<file path="src/rtl/chan_scan_ctrl.sv">
// Four-channel edge-count scanner: settle, gate, report per channel.
// Optional CHAN_SCAN_MASK_EN adds chan_mask to skip disabled channels.
module chan_scan_ctrl #(
    parameter int GATE_CYCLES   = 500,
    parameter int SETTLE_CYCLES = 4,
    parameter int CNT_W         = $clog2(GATE_CYCLES + 1)
) (
    input  logic             clk,
    input  logic             reset,
    input  logic [3:0]       sig_in,
    input  logic             start,
    input  logic             cont,
    input  logic             result_ready,
`ifdef CHAN_SCAN_MASK_EN
    input  logic [3:0]       chan_mask,
`endif
    output logic             busy,
    output logic [1:0]       ch_sel,
    output logic             result_valid,
    output logic [1:0]       result_ch,
    output logic [CNT_W-1:0] result_count
);

    localparam int MAXC = (GATE_CYCLES > SETTLE_CYCLES) ? GATE_CYCLES : SETTLE_CYCLES;
    localparam int TW   = $clog2(MAXC + 1);

    typedef enum logic [1:0] {
        S_IDLE,
        S_SETTLE,
        S_GATE,
        S_REPORT
    } state_t;

    state_t           state_q, state_d;
    logic [1:0]       ch_q, ch_d;
    logic [TW-1:0]    tmr_q, tmr_d;
    logic [CNT_W-1:0] cnt_q, cnt_d;
    logic             sig_d1_q, sig_d1_d;

    logic [3:0] mask;
    logic [1:0] first_ch, next_ch;
    logic       has_first, has_next;
    logic       cur_sig, edge_hit;

`ifdef CHAN_SCAN_MASK_EN
    assign mask = chan_mask;
`else
    assign mask = 4'hF;
`endif

    // Lowest enabled channel, and lowest enabled channel above the current one.
    always_comb begin
        first_ch  = 2'd0;
        has_first = 1'b0;
        next_ch   = 2'd0;
        has_next  = 1'b0;
        for (int i = 3; i >= 0; i--) begin
            if (mask[i]) begin
                first_ch  = 2'(i);
                has_first = 1'b1;
            end
            if (mask[i] && (i > int'(ch_q))) begin
                next_ch  = 2'(i);
                has_next = 1'b1;
            end
        end
    end

    assign cur_sig  = sig_in[ch_q];
    assign edge_hit = cur_sig ^ sig_d1_q;

    always_comb begin
        state_d  = state_q;
        ch_d     = ch_q;
        tmr_d    = tmr_q;
        cnt_d    = cnt_q;
        sig_d1_d = sig_d1_q;
        unique case (state_q)
            S_IDLE: begin
                if (start && has_first) begin
                    state_d  = S_SETTLE;
                    ch_d     = first_ch;
                    tmr_d    = TW'(SETTLE_CYCLES - 1);
                    cnt_d    = '0;
                    sig_d1_d = 1'b0;
                end
            end
            S_SETTLE: begin
                sig_d1_d = cur_sig;
                if (tmr_q == '0) begin
                    state_d = S_GATE;
                    tmr_d   = TW'(GATE_CYCLES - 1);
                end else begin
                    tmr_d = tmr_q - TW'(1);
                end
            end
            S_GATE: begin
                sig_d1_d = cur_sig;
                if (edge_hit && (cnt_q != '1)) begin
                    cnt_d = cnt_q + CNT_W'(1);
                end
                if (tmr_q == '0) begin
                    state_d = S_REPORT;
                end else begin
                    tmr_d = tmr_q - TW'(1);
                end
            end
            S_REPORT: begin
                if (result_ready) begin
                    if (has_next || (cont && has_first)) begin
                        state_d = S_SETTLE;
                        ch_d    = has_next ? next_ch : first_ch;
                        tmr_d   = TW'(SETTLE_CYCLES - 1);
                        cnt_d   = '0;
                    end else begin
                        state_d = S_IDLE;
                    end
                end
            end
            default: state_d = S_IDLE;
        endcase
    end

    always_ff @(posedge clk) begin
        if (reset) begin
            state_q  <= S_IDLE;
            ch_q     <= 2'd0;
            tmr_q    <= '0;
            cnt_q    <= '0;
            sig_d1_q <= 1'b0;
        end else begin
            state_q  <= state_d;
            ch_q     <= ch_d;
            tmr_q    <= tmr_d;
            cnt_q    <= cnt_d;
            sig_d1_q <= sig_d1_d;
        end
    end

    assign busy         = (state_q != S_IDLE);
    assign ch_sel       = ch_q;
    assign result_valid = (state_q == S_REPORT);
    assign result_ch    = ch_q;
    assign result_count = cnt_q;

endmodule

</file>
<file path="config.mk">
export PLATFORM = sky130hd
export DESIGN_NAME = chan_scan_ctrl
export DESIGN_NICKNAME = d
export VERILOG_FILES = /design/src/rtl/chan_scan_ctrl.sv
export SDC_FILE = /design/constraint.sdc
export NUM_CORES = 1
export LEC_CHECK = 0
export CAP_MARGIN = 0
export CORE_ASPECT_RATIO = 0.7
export CORE_UTILIZATION = 53
export DETAILED_ROUTE_END_ITERATION = 8
export MAX_ROUTING_LAYER = met4
export PLACE_DENSITY_LB_ADDON = 0.05
export SYNTH_ARGS = -nofsm -noshare
export SYNTH_HDL_FRONTEND = slang
export SYNTH_SLANG_ARGS = --single-unit
</file>
<file path="constraint.sdc">
create_clock -name clk -period 3.12 [get_ports clk]
set_clock_uncertainty 0.1 [all_clocks]
set_input_delay 0.468 -clock clk [delete_from_list [all_inputs] [get_ports clk]]
set_output_delay 0.468 -clock clk [all_outputs]
set_load 0.02 [all_outputs]
</file>
== Word-level counts from Yosys, hierarchy flattened ==
Cells that the tools add are included.
Widths: inputs -> output; s select.

* Flip-flop bits (word level): 23
* Input bits: 9
* Logic and storage cells: 69

* $add $sub $neg: 2
* $lt $le $gt $ge: 4
* Equal/unequal tests: 11
* Muxes and demuxes: 32
* Bitwise operators: 1
* Reductions and logical operators: 14

{| class="wikitable"
|+ Operators by type and width
! kind !! count
|-
| $mux 9 || 9
|-
| $pmux 9 s4 || 1
|-
| $pmux 9 s3 || 1
|-
| $mux 2 || 11
|-
| $ne 2x2->1 const B || 6
|-
| $reduce_and 4->1 || 3
|-
| $add 9x1->9 const B || 1
|-
| $logic_not 9->1 || 1
|-
| $ne 9x9->1 const B || 1
|-
| $sub 9x1->9 const B || 1
|-
| $pmux 2 s4 || 1
|-
| $mux 1 || 6
|-
| $reduce_bool 2->1 || 3
|-
| $reduce_and 5->1 || 1
|-
| $eq 2x2->1 const B || 2
|-
| $gt 2x2->1 const A || 2
|-
| $pmux 2 s2 || 1
|-
| $lt 2x3->1 const B || 1
|-
| $reduce_bool 3->1 || 1
|-
| $bmux 1 s2 || 1
|-
| $eq 2x1->1 const B || 1
|-
| $gt 1x2->1 const A || 1
|-
| $logic_not 2->1 || 1
|-
| $ne 2x1->1 const B || 1
|-
| other kinds (6) || 6
|}

== Depth between registers and ports, before layout ==
* Word-level depth: 8
* Gate-level depth with buffers: 9
* Mapped depth without buffers: 8

== Worst setup path after synthesis ==
No wires, ideal clock.

* Path type: register to register
* Start: reg state_q[1]
* End: reg tmr_q[3]
* Library setup time: 103 ps
* Arrival time: 2117 ps
* Path slack: 800 ps
* Cell stages (with the launch flop): 7
* Period minus slack after synthesis: 2320 ps
* Cell sequence: dfxtp_1 -> ha_1 -> nor2b_1 -> buf_6 -> or3_4 -> or4_4 -> a2111oi_2

* Cells in the longest elaborated chain, start to end: 3
* Elaborated cells between the ends (all ways): 10

{| class="wikitable"
|+ RTL lines
! what !! line !! source
|-
| start, declared || 34 || <nowiki>state_t state_q, state_d;</nowiki>
|-
| start signal, assigned || 132 || <nowiki>state_q <= state_d;</nowiki>
|-
| $eq 2x2->1 * || - ||
|-
| via result_valid || 19 || <nowiki>output logic result_valid,</nowiki>
|-
| $ne 2x1->1 (no source line) / $ne 2x2->1 (equally long branches) || - ||
|-
| $reduce_and 4->1 (no source line) || - ||
|-
| end signal, assigned || 134 || <nowiki>tmr_q <= tmr_d;</nowiki>
|-
| end, declared || 36 || <nowiki>logic [TW-1:0] tmr_q, tmr_d;</nowiki>
|}

Mark *: on every way through the listed nets, which the timed path passes. The rest lies on a longest branch.
A chain may end at the register's enable or synchronous reset.

== Final worst setup path ==
* Start: reg state_q[1]
* End: reg cnt_q[4] (netlist: result_count[4])

* Cells in the longest elaborated chain, start to end: 3
* Elaborated cells between the ends (all ways): 10

{| class="wikitable"
|+ RTL lines
! what !! line !! source
|-
| $eq 2x2->1 / $logic_not 2->1 (equally long branches) || 78 || <nowiki>unique case (state_q)</nowiki>
|-
| $ne 2x2->1 (no source line) (tied with other cells) || - ||
|-
| $reduce_and 5->1 (no source line) || - ||
|-
| end signal, assigned || 135 || <nowiki>cnt_q <= cnt_d;</nowiki>
|-
| end, declared || 37 || <nowiki>logic [CNT_W-1:0] cnt_q, cnt_d;</nowiki>
|}

Parallel ways exist; a longest one is shown, timed or not.

==> metrics.md <==
| Metric | Value |
|---|---|
| Top_reg_cell synth | `dfxtp_1` |
| Fin crit period | `2660 ps` |
| Cell Area, Placed | `1980 um^2` |
| Synthesis Warnings | `0` |
| Type of the worst min-delay path | `register to register` |
| Post-synthesis simple-gate area fraction | `25.8%` |
| Outcome | `finished with violations` |
| Comb power frac | `62.5%` |
| PortBufs | `23` |
| Die outline height | `50.3 um` |
| Sw power | `0.858 mW` |
| Hold Buf Count CTS | `0` |
| Setup repair bufs after CTS | `0` |
| PostCTS Resize Cnt | `0` |
| CTS Buf Count | `3` |
| RSZ-0062 raised after global routing | `false` |
| Int Pwr | `0.863 mW` |
| Max VDD drop | `0.432 mV` |
| Net Sw Frac | `49.8%` |
| Final period util | `85.2%` |
| Root buffer cell | `clkbuf_8` |
| Commonest cells after routing, fill and taps aside | `dfxtp_1, clkdlybuf4s50_1, inv_1` |
| DRC | `2` |
| Post-synthesis cell area | `1760 um^2` |
| GRT Overall Usage | `28.8%` |
| Num rows | `17` |
| WL/cell | `17.5 um` |
| EDFF count, synth | `0` |
| Initial antenna violation count | `0` |
| Layout cell share with drive strength beyond 1 | `8.85%` |
| Synthesized area per cell | `8.36 um^2` |
| Core Region | `3170 um^2` |
| Pins Over Slew Limit | `0` |
| H-tree depth | `1` |
| Die W | `71.0 um` |
| Post-synthesis mux area share | `1.28%` |
| CP Data Arrival Time | `2730 ps` |
| Total clock sinks | `23` |
| Clock power frac | `11.2%` |
| Fin Setup TNS | `0 ps` |
| Failing checks | `DRC` |
| Placed instance count | `260` |
| Cell Count, Final, Fillers Out | `264` |
| Clock latency on the worst-skew pair | `270 ps` |
| CTS tree | `built` |
| Max Freq | `0.376 GHz` |
| Post-DP HPWL | `3280 um` |
| Reg2Reg Depth | `6` |
| Synth Instances | `211` |
| Gr ovfl total | `0` |
| Reg2reg setup slack | `460 ps` |
| Max-cap violations | `0` |
| Max_slew headroom | `34.3%` |
| Synth Area in XOR/XNOR | `0.496%` |
| WS Path Type | `register to register` |
| Syn-to-layout area delta | `15.0%` |
| DRT iter0 DRCs | `111` |
| Leak | `0.720 nW` |
| Largest net degree at the start of global routing | `24` |
| Final Worst Setup Slack | `461 ps` |
| Setup violations, final | `0` |
| RD Place Congestion | `0.916` |
| Via Count | `1777` |
| Initial core utilization | `55.7%` |
| Final Hold Vio Count | `0` |
| DRT antenna net count | `0` |
| Hold path cells | `2` |
| Final Net Count | `248` |
| Post-synth cell types | `53` |
| Number of global-route vias before repair | `1657` |
| Diodes inserted | `0` |
| FF+latch count, synth | `23` |
| First-pass GRT wire length | `7860 um` |
| Post-synth ARST share | `0%` |
| Largest family of logic cells by synthesized area | `compound AO/OA/AOI/OAI gates` |
| Syn Nets | `232` |
| Actual slew at the worst max-slew pin | `977 ps` |
| Worst Path Required | `3190 ps` |
| Final Instance Area | `2030 um^2` |
| Sequential share of power | `26.3%` |
| CP Max Fanout | `21` |
| CTS max path bufs | `2` |
| Register area share after synthesis | `26.1%` |
| Vias per Instance | `6.73` |
| I/O Pins | `24` |
| Setup WS pre-CTS | `281 ps` |
| Final WL | `4610 um` |
| Worst setup SP type | `register` |
| Worst-path clk slew | `90 ps` |
| Critical Path End Type | `register` |
| Compound-cell area share of the yosys netlist | `29.6%` |
| DIE AREA | `3570 um^2` |
| Pwr Density | `848 nW/um^2` |
| DRT Pass-1 Iters | `6` |
| Area share of fa/ha/maj cells after synthesis | `8.51%` |
## power by group through the flow
stage          Sequential [mW]  Combinational (mW)  Clock, mW
2_1_floorplan            0.431               0.820          0
3_3_place_gp             0.448                1.03          0
3_5_place_dp             0.455                1.05          0
4_1_cts                  0.448                1.05      0.197
5_1_grt                  0.462                1.18      0.214
6_report                 0.452                1.08      0.193
## sequential cells by signal (all words and copies together), names as in the netlist
| name | count |
|---|---|
| sig_d1_q | 1 |
| result_count | 9 |
| state_q | 2 |
| ch_sel | 2 |
| tmr_q | 9 |
## kinds of logic (layout without fill, tap and decap cells)
| group | Yosys count | count (layout) |
|---|---|---|
| and+or+nand+nor | 74 | 74 |
| AOI/OAI and AO/OA | 68 | 68 |
| buffers and inverters | 32 | 47 |
| DFF | 23 | 23 |
| adders and majority gates | 12 | 12 |
| xor gates and xnor gates | 1 | 1 |
| muxes | 1 | 1 |
## final timing paths
check                           startpoint               to
worst max-delay path            state_q[1]  result_count[4]
worst min-delay path              sig_d1_q         sig_d1_q
worst max register to register  state_q[1]  result_count[4]
worst min register to register    sig_d1_q         sig_d1_q
## stage by stage
stage,power [mW],hold WS (ps),util [%]
2_1_floorplan,1.25,374,-
3_3_place_gp,1.48,391,62.6
6_report,1.72,422,64.0
4_1_cts,1.70,428,64.0
3_5_place_dp,1.50,407,62.6
5_1_grt,1.86,467,64.0
## routing by layer
layer / wire length (um) / track usage, %
met1: 2210 / 40.2
met2: 2030 / 42.5
met3: 289 / 5.82
met4: 75 / 8.00
met5: 0 / -
## worst max-delay path, stage by stage (launching register included)
cell and delay (ps):
dfxtp_1 410, inv_1 100, ha_1 240, nor2b_4 170, or3_4 510, or4_1 740, o311ai_2 280
## cell type report
class / count / area (um^2)
repair buffers: 26 / 253
multi-input cells: 156 / 1160
clock buffers: 4 / 45.0
inverters: 17 / 63.8
fillers: 272 / 1140
well taps: 38 / 47.5
flip-flops and latches: 23 / 460
## synthesized netlist by cell type, drive strengths merged (4+ instances only)
| master | count | area share, % |
|---|---|---|
| o311ai | 5 | 4.6 |
| nor3b | 4 | 1.7 |
| o211ai | 4 | 1.7 |
| dfxtp | 23 | 26 |
| nand2 | 6 | 1.3 |
| or4 | 4 | 1.9 |
| inv | 17 | 3.6 |
| and3 | 4 | 1.4 |
| a211oi | 5 | 2.1 |
| o21ai | 17 | 4.8 |
| nor3 | 9 | 2.8 |
| nand2b | 5 | 1.8 |
| a21oi | 8 | 2.3 |
| nor2b | 6 | 2.6 |
| a31oi | 5 | 1.8 |
| ha | 12 | 8.5 |
| nor4 | 4 | 1.8 |
| clkbuf | 7 | 1.5 |
| buf | 8 | 3.1 |
| o221ai | 4 | 2.0 |
| nor2 | 10 | 2.1 |
| nand3 | 12 | 3.4 |
No activity file was read; power rests on OpenSTA's default activity.
